## src/rtl/pst_score_sequencer.sv

```systemverilog
// Walks a 64-entry signed piece-square map against a piece bitboard, one square per cycle,
// and accumulates the positional score of the occupied squares (rank-mirrored for black).
module pst_score_sequencer #(
    parameter int ENTRY_W    = 6,
    parameter int SUM_W      = 12,
    parameter int EARLY_EXIT = 1
) (
    input  logic                    clk,
    input  logic                    rst_n,
    input  logic                    start,
    input  logic [63:0]             bitboard,
    input  logic                    flip,
    input  logic [64*ENTRY_W-1:0]   map_data,
    output logic                    busy,
    output logic                    done,
    output logic signed [SUM_W-1:0] score,
    output logic [6:0]              count
);

    typedef enum logic [1:0] {IDLE, SCAN, DONE} state_t;

    state_t                    state;
    state_t                    state_nxt;
    logic [63:0]               bb;
    logic                      flp;
    logic [5:0]                idx;
    logic [5:0]                sel;
    logic signed [ENTRY_W-1:0] entry;
    logic signed [SUM_W-1:0]   entry_ext;
    logic                      last;

    function automatic logic signed [SUM_W-1:0] sext(input logic signed [ENTRY_W-1:0] v);
        return {{(SUM_W-ENTRY_W){v[ENTRY_W-1]}}, v};
    endfunction

    // Black reads the rank-mirrored square: XOR with 56 flips the rank bits only.
    assign sel       = idx ^ (flp ? 6'd56 : 6'd0);
    assign entry     = map_data[int'(sel)*ENTRY_W +: ENTRY_W];
    assign entry_ext = sext(entry);

    // Early exit looks at the board after this shift, so the current square still counts.
    assign last = (idx == 6'd63) || ((EARLY_EXIT != 0) && ((bb >> 1) == 64'd0));

    always_comb begin
        state_nxt = state;
        case (state)
            IDLE:    if (start) state_nxt = SCAN;
            SCAN:    if (last)  state_nxt = DONE;
            DONE:    state_nxt = IDLE;
            default: state_nxt = IDLE;
        endcase
    end

    assign busy = (state != IDLE);
    assign done = (state == DONE);

    always_ff @(posedge clk or negedge rst_n) begin
        if (!rst_n) begin
            state <= IDLE;
            bb    <= '0;
            flp   <= 1'b0;
            idx   <= '0;
            score <= '0;
            count <= '0;
        end else begin
            state <= state_nxt;
            case (state)
                IDLE: begin
                    if (start) begin
                        bb    <= bitboard;
                        flp   <= flip;
                        idx   <= '0;
                        score <= '0;
                        count <= '0;
                    end
                end
                SCAN: begin
                    if (bb[0]) begin
                        score <= score + entry_ext;
                        count <= count + 7'd1;
                    end
                    bb  <= bb >> 1;
                    idx <= idx + 6'd1;
                end
                default: ;
            endcase
        end
    end

endmodule

```

## config.mk

```make
export PLATFORM = sky130hd
export DESIGN_NAME = pst_score_sequencer
export DESIGN_NICKNAME = d
export VERILOG_FILES = /design/src/rtl/pst_score_sequencer.sv
export SDC_FILE = /design/constraint.sdc
export NUM_CORES = 1
export LEC_CHECK = 0
export ABC_AREA = 1
export BUFFER_PORTS_ARGS = -buffer_cell sky130_fd_sc_hd__clkbuf_2
export CORE_AREA = 2 2 181 183
export DETAILED_ROUTE_END_ITERATION = 6
export DIE_AREA = 0 0 183 185
export PLACE_DENSITY = 0.62
export SLEW_MARGIN = 10
export SYNTH_ARGS = -nofsm -noshare
export SYNTH_HDL_FRONTEND = slang
export SYNTH_SLANG_ARGS = --single-unit
export TNS_END_PERCENT = 30
```

## constraint.sdc

```tcl
create_clock -name clk -period 7.2 [get_ports clk]
set_input_delay 1.44 -clock clk [delete_from_list [all_inputs] [get_ports clk]]
set_output_delay 1.44 -clock clk [all_outputs]
set_load 0.05 [all_outputs]
```

Yosys cells after proc, flatten, opt, wreduce, memory -nomap -nowiden. Cells that the tools add are included.

Register bits after elaboration: 92. Bits in latches: 0. RAM bits: 0. Bits in read-only memories: 0. Input bits: 452. Output and inout bits: 21. Memories kept: 0.

$add $sub $neg: 3. Multiply operators: 1. Div/mod/pow operators: 0. $lt $le $gt $ge: 0. Equal/unequal tests: 6. Shifts and indexed selects: 1. Mux-type cells: 14. Bitwise gates (word level): 1. Reduce and logical (&&, ||, !) cells: 9.

Operators by type and width (number): $shiftx A384 B10 Y6 (1); $pmux W64 S2 (1); $logic_not A64 Y1 (1); $mux W64 (1); $mux W12 (2); $pmux W12 S2 (1); $mux W7 (2); $pmux W7 S2 (1); $add A12 B6 Y12 (1); $mux W6 (2); $pmux W6 S2 (1); $mul A6 B2 Y8 const B (1); $add A7 B1 Y7 const B (1); $add A6 B1 Y6 const B (1); $eq A6 B6 Y1 const B (1); $ne A2 B2 Y1 const B (3); $reduce_and A2 Y1 (3); $xor A6 B6 Y6 (1); $mux W2 (2); $pmux W2 S2 (1); $reduce_bool A2 Y1 (2); $reduce_and A3 Y1 (1); $eq A2 B1 Y1 const B (1); $eq A2 B2 Y1 const B (1); other kinds (2) (2).

Longest topological paths before layout.
Depth in word-level cells: 7. Gate-level depth with buffers: 21.

Worst setup path after synthesis. Ideal clock, no wire load.

Path kind: input to register. Start: input map_data[272]. End: register score[9]. Arrival time: 3298 ps. Data required time: 7117 ps. Setup slack: 3820 ps. Stages: 16. Cell sequence: o21ai_0 o22ai_1 o21ai_0 o22ai_1 o21ai_0 o21ai_1 ha_1 nand2_1 nand2_1 a31oi_1 inv_1 a21oi_1 o21bai_1 nand2_1 nand2_1 o21ai_0.

Word-level cells in the longest chain between the ends: 4.

RTL lines: from (decl) (RTL line 13) `input logic [64*ENTRY_W-1:0] map_data,`; $shiftx A384 B10 Y6 (RTL line 38) `assign entry = map_data[int'(sel)*ENTRY_W +: ENTRY_W];`; $add A12 B6 Y12 (RTL line 79) `score <= score + entry_ext;`; $mux W12 (RTL line 78) `if (bb[0]) begin`; $pmux W12 S2 (RTL line 67) `case (state)`; to (signal assigned) (RTL line 79); to (decl) (RTL line 16) `output logic signed [SUM_W-1:0] score,`.

Every way passes these cells. The select of a mux whose other input is x is not followed. A chain may end at the register's enable or synchronous reset.

Worst setup path after layout.
Start: register idx[0]. End: register score[9].

Word-level cells in the longest chain between the ends: 6.

RTL lines: from (decl) (RTL line 26) `logic [5:0] idx;`; from (signal assigned) (RTL line 83) `idx <= idx + 6'd1;`; $xor A6 B6 Y6 (RTL line 37) `assign sel = idx ^ (flp ? 6'd56 : 6'd0);`; $mul A6 B2 Y8 (RTL line 38); $shiftx A384 B10 Y6 (RTL line 38); $add A12 B6 Y12 (RTL line 79); $mux W12 (RTL line 78); $pmux W12 S2 (RTL line 67).

Every way passes these cells. The select of a mux whose other input is x is not followed.

==> metrics.txt <==
Comb power frac between 60% and 70%; initial DRC count between 700 and 800; Layout area overhead 35.7%; Worst-path clk slew roughly 70 ps; Via density 5.16; relative slew slack about 30%; Sw Pwr around 2700 uW; Worst Max-Slew Pin Slew about 1000 ps; first-pass GRT wire length roughly 59,000 microns; CTS hold repair buffers 0; CP arrival 4820 ps; routed wl met3 about 3700 microns; NumNets Final between 2,000 and 2,500; Final min period 4570 ps; core area between 30,000 and 40,000 sq um; status finished clean; Setup crit end kind flop; Post-Layout Cell Count between 2,000 and 2,500; CP Class reg2reg; layout cell share with drive strength beyond 1 a little under a third; flops & latches, synth between 90 and 100; Slew Limit Fails 0; Flop pwr share around 20%; DR top layer met5; total track usage approximately 23%; crit start category flop; fraction of power spent switching nets roughly 55%; Post-CTS Setup Inserts 0; Period Utilization, post-route 63.5%; Die Span X 183 microns; Initial Utilization 25.2%; pwr dens ~450 nW/um^2; CP Max Fanout 75; Syn Area/Cell approximately 6.4 sq um; gpl congestion 0.990; final wirelength 40,300 microns; Post-DP HPWL 32,500 microns; P_leak 0.00566 uW; gr ovfl total 0; worst hold path type reg2reg; CTS H-tree depth 3; worst hold margin about 530 ps; antenna violations before repair 8; Syn Inst Count 1,261; post-DR wirelength/cell about 19 microns; Post-Syn Area just over 8000 sq um; Setup TNS Final 0 ps; Remaining DRCs 0; DR WL met2 around 19,000 microns; post-cts resize count 0; CTS tree yes; Port Buffers 472; Vias between 10,000 and 15,000; Metal-1 WL approximately 16,000 microns; Final Setup Violations 0; DIE AREA 33,900 sq um; Max clock buf depth 2; syn nets 1,727; post-route cell area between 10,000 and 15,000 sq um; MaxCap Viol Count 0; Num CTS Buffers 9; clk sinks a little over 90; boundary pin count about 470; DP Area roughly 11,000 sq um; Die Height around 190 microns; Max Freq ~0.22 GHz; # rows 66; Clk pwr share about a tenth; vias in the first global route 10,500; register area share after synthesis ~28%; Placed Cells incl. Taps 2,059; RSZ-0062 raised after global routing false; Routed Antenna Nets 0; post-synth cell types 40; synth warn 0; drt first pass iters 6; Final Hold Fails 0; VDD IR-drop max 0.189 mV; Worst Skew 9.49 ps; cell-internal power around 2200 uW; pin count of the biggest net entering global routing 77; Root Buffer Master clkbuf_16; latest clock arrival within the worst-skew pair between 300 and 400 ps; Worst EP required approximately 7500 ps
==> final timing paths <==
path,slack (ps),cells after the start,endpoint,startpoint
worst max register to register,2630,20,score[9],idx[0]
worst max-delay path,2630,20,score[9],idx[0]
worst min register to register,530,2,bb[34],bb[35]
max in group asynchronous,4910,2,idx[0],rst_n
min in group asynchronous,950,1,bb[10],rst_n
worst min-delay path,530,2,bb[34],bb[35]
==> sequential cells by signal (all words and copies together) (netlist names) <==
signal  cells
bb         64
count       7
flp         1
idx         6
score      12
state       2
==> cell families after synthesis <==
family	synth area share (%)
multiplexers	1.98
XOR/XNOR	0.960
AO/OA/AOI/OAI	31.2
flip-flops	28.5
buffers and inverters	10.1
AND/OR/NAND/NOR	25.0
adder cells (fa/ha/maj)	2.26
==> layer usage <==
layer  up-vias  global-route usage, %
met2       473                   38.7
met1      5010                   26.7
met4         2                   8.35
met3        80                   7.47
met5         -                   2.52
li1       5183                      -
==> per-stage QoR <==
stage               util (%)  power [uW]  setup slack [ps]
CTS                     34.2        4940              2620
global placement        33.2        4370              2680
finish                  34.2        4920              2630
detailed placement      33.2        4410              2660
floorplan                  -        3420              3820
global route            34.2        5400              2130
==> placed cells by master (no fill, tap or decap), types with 2 or more instances in the layout <==
cell type	netlist	final
clkbuf_2	0	471
nand2_1	228	228
o21ai_0	189	189
nor2_1	173	172
o22ai_1	118	118
inv_1	90	90
dfrtp_1	92	90
a21oi_1	79	79
nand3_1	57	57
a22oi_1	23	23
nand4_1	18	18
mux2i_1	16	16
buf_4	11	15
o211ai_1	14	14
ha_1	13	13
o21ai_1	12	12
clkbuf_16	0	9
diode_2	0	7
o31ai_1	5	5
nor3_1	4	4
xor2_1	5	4
nor4_1	4	4
inv_2	4	3
o21bai_1	3	3
nor2_4	2	2
nor2_2	1	2
a22o_1	2	2
inv_8	0	2
==> Yosys cell counts <==
master | number | share of area [%]
o22ai_1 | 118 | 9.1
nand2_2 | 1 | 0.077
nor2_1 | 173 | 8.0
nand4_1 | 18 | 1.4
xor2_1 | 5 | 0.54
a21oi_1 | 79 | 4.9
o21ai_1 | 12 | 0.74
inv_1 | 90 | 4.2
dfrtp_1 | 92 | 28
o211ai_1 | 14 | 1.3
nor4_1 | 4 | 0.31
xnor2_1 | 2 | 0.22
o32ai_1 | 1 | 0.11
buf_2 | 32 | 2.0
buf_6 | 3 | 0.42
mux2i_1 | 16 | 2.0
o31ai_1 | 5 | 0.46
o21a_1 | 1 | 0.093
ha_1 | 13 | 2.0
nor2_4 | 2 | 0.28
nor2_2 | 1 | 0.077
and2_1 | 1 | 0.077
a22oi_1 | 23 | 2.1
and3_1 | 1 | 0.077
nand2_1 | 228 | 11
nand3b_1 | 1 | 0.093
nor3_1 | 4 | 0.25
fa_1 | 1 | 0.25
buf_4 | 11 | 1.0
a22o_1 | 2 | 0.22
xnor2_2 | 1 | 0.20
buf_1 | 6 | 0.28
nand3_2 | 1 | 0.12
a31oi_1 | 1 | 0.077
clkbuf_1 | 44 | 2.0
o21bai_1 | 3 | 0.28
nor3_2 | 1 | 0.12
inv_2 | 4 | 0.19
nand3_1 | 57 | 3.5
o21ai_0 | 189 | 12
==> layout make-up <==
class | count | area, sq um
fill | 3541 | 21100
tap | 408 | 510
multi-input combinational | 979 | 4990
sequential | 92 | 2310
inverter | 94 | 355
timing repair buffer | 486 | 2470
antenna | 7 | 17.5
clock inverter | 6 | 77.6
clock buffer | 10 | 239
==> power groups by stage <==
stage	sequential [uW]	clock, uW	combinational [uW]
CTS	984	527	3430
finish	985	509	3420
global route	1020	543	3830
floorplan	1030	0	2390
global placement	982	0	3390
detailed placement	988	0	3420
==> critical path: stages (launching register included) <==
cell and delay, ps:
dfrtp_4 670, inv_4 570, buf_4 520, o21ai_0 140, o22ai_1 360, o21ai_0 140, o22ai_1 220, nand2_1 90
nand2_1 90, nand2_1 50, o21ai_1 110, ha_1 330, nand2_1 90, nand2_1 50, a31oi_1 290, inv_1 100
a21oi_1 220, o21bai_1 110, nand2_1 60, nand2_1 40, o21ai_0 160
Note: power is estimated with default switching activity, not from simulation.
